**src/rtl/pipe_pkg.sv**
```systemverilog
// Shared constants, stage operation encoding and helpers for the elastic
// pipeline register and its per-stage building block.
package pipe_pkg;

    localparam int MAX_DEPTH = 16;
    localparam int MAX_CNT_W = $clog2(MAX_DEPTH + 1);

    typedef enum logic [1:0] {
        STAGE_HOLD  = 2'd0,
        STAGE_LOAD  = 2'd1,
        STAGE_DRAIN = 2'd2,
        STAGE_CLEAR = 2'd3
    } stage_op_t;

    // Width needed to count 0..depth valid stages.
    function automatic int occ_width(input int depth);
        return (depth < 1) ? 1 : $clog2(depth + 1);
    endfunction

    function automatic logic [MAX_CNT_W-1:0] popcount(input logic [MAX_DEPTH-1:0] v);
        logic [MAX_CNT_W-1:0] cnt;
        cnt = '0;
        for (int i = 0; i < MAX_DEPTH; i++) begin
            cnt = cnt + MAX_CNT_W'(v[i]);
        end
        return cnt;
    endfunction

endpackage

```
**src/rtl/elastic_stage.sv**
```systemverilog
// One valid/data stage of the elastic pipeline: loads when upstream offers
// data and this stage is empty or draining; clear has priority over transfers.
module elastic_stage
    import pipe_pkg::*;
#(
    parameter int                WIDTH     = 20,
    parameter logic [WIDTH-1:0]  RESET_VAL = '0
) (
    input  logic             clk,
    input  logic             arst_in,
    input  logic             flush,
    input  logic             in_valid,
    input  logic [WIDTH-1:0] in_data,
    output logic             in_ready,
    output logic             out_valid,
    output logic [WIDTH-1:0] out_data,
    input  logic             out_ready
);

    logic             valid_reg;
    logic [WIDTH-1:0] data_reg;
    stage_op_t        op;

    // An empty stage always accepts, which is what lets bubbles collapse.
    assign in_ready = !valid_reg || out_ready;

    always_comb begin
        op = STAGE_HOLD;
        if (flush) begin
            op = STAGE_CLEAR;
        end else if (in_valid && in_ready) begin
            op = STAGE_LOAD;
        end else if (valid_reg && out_ready) begin
            op = STAGE_DRAIN;
        end
    end

    always_ff @(posedge clk or posedge arst_in) begin
        if (arst_in) begin
            valid_reg <= 1'b0;
            data_reg  <= RESET_VAL;
        end else begin
            case (op)
                STAGE_CLEAR: begin
                    valid_reg <= 1'b0;
                    data_reg  <= RESET_VAL;
                end
                STAGE_LOAD: begin
                    valid_reg <= 1'b1;
                    data_reg  <= in_data;
                end
                // Data is kept on drain so the output only changes on a load.
                STAGE_DRAIN: begin
                    valid_reg <= 1'b0;
                end
                default: begin
                end
            endcase
        end
    end

    assign out_valid = valid_reg;
    assign out_data  = data_reg;

endmodule

```
**src/rtl/elastic_pipe_reg.sv**
```systemverilog
// DEPTH-stage elastic pipeline register with valid/ready handshakes,
// synchronous flush and a combinational occupancy count.
module elastic_pipe_reg
    import pipe_pkg::*;
#(
    parameter int               WIDTH     = 20,
    parameter int               DEPTH     = 2,
    parameter logic [WIDTH-1:0] RESET_VAL = '0,
    localparam int              CNT_W     = occ_width(DEPTH)
) (
    input  logic             clk,
    input  logic             arst_in,
    input  logic             flush,
    input  logic             in_valid,
    output logic             in_ready,
    input  logic [WIDTH-1:0] in_data,
    output logic             out_valid,
    input  logic             out_ready,
    output logic [WIDTH-1:0] out_data,
    output logic [CNT_W-1:0] occupancy
);

    // Element i of each chain is the interface between stage i-1 and stage i;
    // element 0 is the producer side, element DEPTH the consumer side.
    logic             valid_chain [DEPTH+1];
    logic             ready_chain [DEPTH+1];
    logic [WIDTH-1:0] data_chain  [DEPTH+1];
    logic [MAX_DEPTH-1:0] valid_vec;

    assign valid_chain[0]     = in_valid;
    assign data_chain[0]      = in_data;
    assign ready_chain[DEPTH] = out_ready;

    generate
        for (genvar gi = 0; gi < DEPTH; gi++) begin : g_stage
            elastic_stage #(
                .WIDTH     (WIDTH),
                .RESET_VAL (RESET_VAL)
            ) u_stage (
                .clk       (clk),
                .arst_in   (arst_in),
                .flush     (flush),
                .in_valid  (valid_chain[gi]),
                .in_data   (data_chain[gi]),
                .in_ready  (ready_chain[gi]),
                .out_valid (valid_chain[gi+1]),
                .out_data  (data_chain[gi+1]),
                .out_ready (ready_chain[gi+1])
            );
        end
    endgenerate

    // Flush blocks both handshakes during its cycle.
    assign in_ready  = ready_chain[0] && !flush;
    assign out_valid = valid_chain[DEPTH] && !flush;
    assign out_data  = data_chain[DEPTH];

    always_comb begin
        valid_vec = '0;
        for (int i = 0; i < DEPTH; i++) begin
            valid_vec[i] = valid_chain[i+1];
        end
    end

    assign occupancy = CNT_W'(popcount(valid_vec));

endmodule

```
**config.mk**
```make
export PLATFORM = sky130hd
export DESIGN_NAME = elastic_pipe_reg
export DESIGN_NICKNAME = d
export VERILOG_FILES = /design/src/rtl/pipe_pkg.sv /design/src/rtl/elastic_stage.sv /design/src/rtl/elastic_pipe_reg.sv
export SDC_FILE = /design/constraint.sdc
export NUM_CORES = 1
export LEC_CHECK = 0
export BUFFER_PORTS_ARGS = -buffer_cell sky130_fd_sc_hd__buf_4
export CAP_MARGIN = 20
export CORE_UTILIZATION = 49
export DETAILED_ROUTE_END_ITERATION = 8
export PLACE_DENSITY = 0.84
export SLEW_MARGIN = 25
export SYNTH_ARGS = -nofsm -noshare
export SYNTH_HDL_FRONTEND = slang
export SYNTH_HIERARCHICAL = 1
export SYNTH_SLANG_ARGS = --single-unit
```
**constraint.sdc**
```tcl
create_clock -name clk -period 1.4 [get_ports clk]
set_input_delay 0.14 -clock clk [delete_from_list [all_inputs] [get_ports clk]]
set_output_delay 0.14 -clock clk [all_outputs]
set_load 0.01 [all_outputs]
```
# [Yosys cells after proc, flatten, opt, wreduce, memory -nomap -nowiden]
# Index checks and enable logic that the tools add are counted.
[word_totals] regBits=42
[op_classes] add_sub_neg=1 eq_ne=6 n_mux=10 reduce_logical=16
[ops] operator="case mux 20 bit (2 select lines)" count=2
[ops] operator="two-way mux 2 bit" count=6
[ops] operator="equality test 2 bit, second input constant" count=4
[ops] operator="nonzero test 2 bit" count=4
[ops] operator="logical AND 1 bit" count=5
[ops] operator="equality test 2 x 1 -> 1 bit, second input constant" count=2
[ops] operator="case mux 1 bit (2 select lines)" count=2
[ops] operator="OR reduction 2 bit" count=2
[ops] operator="zero test 1 bit" count=3
[ops] operator="adder 1 x 1 -> 2 bit" count=1
[ops] operator="logical OR 1 bit" count=2

# [Longest topological paths before layout]
[logic_depth] ltp_word=9 mapped_depth=8

# [Cells and area by module]
# The synthesis kept the hierarchy.
[modules_own_cells] mod="elastic_stage" n_inst=2 cells_per_inst=97 area_per_inst_um2=1094.8
[modules_own_cells] mod="elastic_pipe_reg" n_inst=1 cells_per_inst=3 area_per_inst_um2=25.0

# [Least setup slack after synthesis]
# OpenSTA, ideal clock, no wires.
[synth_timing] path_kind="flip-flop to output port" from="register g_stage[1].u_stage.valid_reg" to="output in_ready" arrival_time_ps=1382 path_slack_ps=-122 path_stages_with_launch=8 path_buffers=4 cell_sequence="dfrtp_1 nand2b_4 buf_6 buf_2 nand2b_4 buf_6 buf_2 nor2b_1"
[synth_lines] item="start: declaration" line_no="elastic_stage.sv:20" source="logic valid_reg;"
[synth_lines] item="start signal: assignment" line_no="elastic_stage.sv:40" source="valid_reg <= 1'b0;"
[synth_lines] item="start signal: assignment" line_no="elastic_stage.sv:45" source="valid_reg <= 1'b0;"
[synth_lines] item="start signal: assignment" line_no="elastic_stage.sv:49" source="valid_reg <= 1'b1;"
[synth_lines] item="end: declaration" line_no="elastic_pipe_reg.sv:15" source="output logic in_ready,"

==> flow_summary.ini <==
[cts]
clk_latency_ns = 0.29
cts-root-buf = clkbuf_8
htreeDepth = 2
clk_pin_slew_ns = 0.07
cts_buffer_depth = 2
cts_buffers = 5
clock_sinks = 42
cts_tree = built

[worst_hold_path]
min_path_cells = 3
hold_class = in2reg
hold_end = g_stage[0].u_stage/out_data[14]
min_from = in_data[14]

[timing]
finClkSkew_ns = 0.00256
max_freq_mhz = 738
whs_ns = 0.121
finalSetupViolCount = 0
relSlewSlack = 0.739
fin_ws_ns = 0.0451
rsz0062_at_grt = no
drv_slew = 0
tns_ns = 0
tightestPinTransition_ns = 0.392
final_hold_viol_count = 0
fin_crit_sh = 0.968
post-route-min-period_ns = 1.35

[final_layout]
fin_nets = 270
antennaDiodeCount = 0
fin_util = 0.641
syn_to_final_growth_pct = 26.0
register_area_um2 = 1050
layout-drive-gt1-share = 0.465
finalNonFillerCells = 295
final_area_um2 = 2790
num-fill-cells = 337
multi_input_area_um2 = 1040

[global_routing]
overflow = 0
first_global_vias = 1593
grt_first_pass_wirelength_um = 7990
grt_usage = 0.213
grt_max_degree = 42
antenna_found_initial = 0

[place]
placed_area_um2 = 2560
portBuffers = 48
placed_cells = 280
hpwl_um = 2930
gp_congestion = 0.750
dp_slack_ns = 0.0489

[setup_path]
required_ns = 1.26
r2r-end = g_stage[1].u_stage/out_data[19]
reg2reg_depth = 4
regToRegStartpoint = g_stage[1].u_stage/out_valid
ff2ff_setup_slack_ns = 0.06
worst_setup_path_end_kind = output port
arrival_ns = 1.21
startpoint_type = register
critPathMaxFanout = 4
critPathKind = reg2out

[synth]
synthCells = 197
ys_types = 13
avgSynthCellArea_um2 = 11.2
synth_area_um2 = 2210
synth.ff_latch_count = 42
ys.warnings.count = 6
synth-seq-area-share = 0.475
synth_fp_nets = 223

[drt]
drt-total-wl_um = 5000
post_drt_wl_per_cell_um = 16.9
viasPerCell = 5.66
routed-via-count = 1670
drtIter0Drc = 135
dr.pass1.iters = 4
drtAntennaViolNets = 0
drcViolationCount = 0

[power_and_ir_drop]
vdd_drop_max_v = 0.000368
leakagePower_nw = 1.26
p_per_area_nw_per_um2 = 879
power_mw = 2.45

[floorplan]
initial_utilization = 0.509
die-area_um2 = 4790
die_y_um = 69.2
fp-row-count = 24
ioPinCount = 49
core_area_um2 = 4350
dieWidth_um = 69.2

[flow_run]
cap_violations = 0

[outcome]
status = complete, no violations
worst max-delay path by stage:
stage / slack [ns] / endpoint / from
floorplan: 0.006 / in_ready / g_stage[1].u_stage/out_valid
global placement: 0.07 / in_ready / g_stage[1].u_stage/out_valid
detailed placement: 0.05 / in_ready / g_stage[1].u_stage/out_valid
CTS: 0.04 / in_ready / g_stage[1].u_stage/out_valid
global route: 0.0004 / in_ready / g_stage[0].u_stage/out_valid
finish: 0.05 / in_ready / g_stage[0].u_stage/out_valid
critical path: stages, from the launching register on:
cell and delay, ns:
dfrtp_2 0.44, buf_4 0.17, nand2b_4 0.07, nor2b_4 0.12, buf_4 0.11
Yosys cell counts, drive strengths merged:
library cell	number	area share
a21oi	42	0.16
dfrtp	42	0.47
a21bo	40	0.18
nand3	40	0.090
buf	18	0.058
clkbuf	6	0.010
inv	4	0.0068
nand2b	2	0.012
nor2b	2	0.0056
ha	1	0.0056
cell usage in the layout, fill, tap and decap left out, types with 2 or more instances in the layout:
cell type,netlist,final
buf_4,0,56
nand3_1,40,40
dfrtp_1,42,40
a21bo_1,38,38
a21oi_2,36,36
clkbuf_8,0,6
a21oi_1,6,6
inv_1,4,4
nand2b_4,2,3
buf_12,0,3
a21bo_2,2,2
dfrtp_2,0,2
kinds of logic after synthesis:
family | synth area share
adders and majority gates | 0.00565
DFF | 0.475
buffers and inverters | 0.0746
and+or+nand+nor | 0.108
AOI/OAI and AO/OA | 0.337
power by group:
part	switching (mW)	internal, mW
clock	0.394	0.381
sequential	0.0364	1.26
combinational	0.191	0.193
state kept, by name, indices dropped and copies added, names as in the netlist:
name and cells:
g_stage.u_stage/out_data 40, g_stage.u_stage/out_valid 2
layer usage:
metal	up-vias	GRT usage	part of all wire
met5	-	0	0
met4	0	0.0998	0.016
met3	7	0.0334	0.038
met2	52	0.311	0.48
met1	820	0.312	0.46
li1	791	-	-
layout make-up:
cell class | instances | share of cell area
Multi-Input combinational cell | 129 | 0.373
Timing Repair Buffer | 62 | 0.191
Inverter | 4 | 0.00538
Clock buffer | 6 | 0.0296
Tap cell | 52 | 0.0233
Sequential cell | 42 | 0.377
repair_timing:
item / CTS / global route
hold buffers: 1 / 0
endpoints found under the setup margin: 3 / 18
resized for setup: 7 / 1
gates cloned: 3 / 0
hold endpoints to repair: 42 / 0
setup buffers: 4 / 1
(Power assumes the default switching activity.)
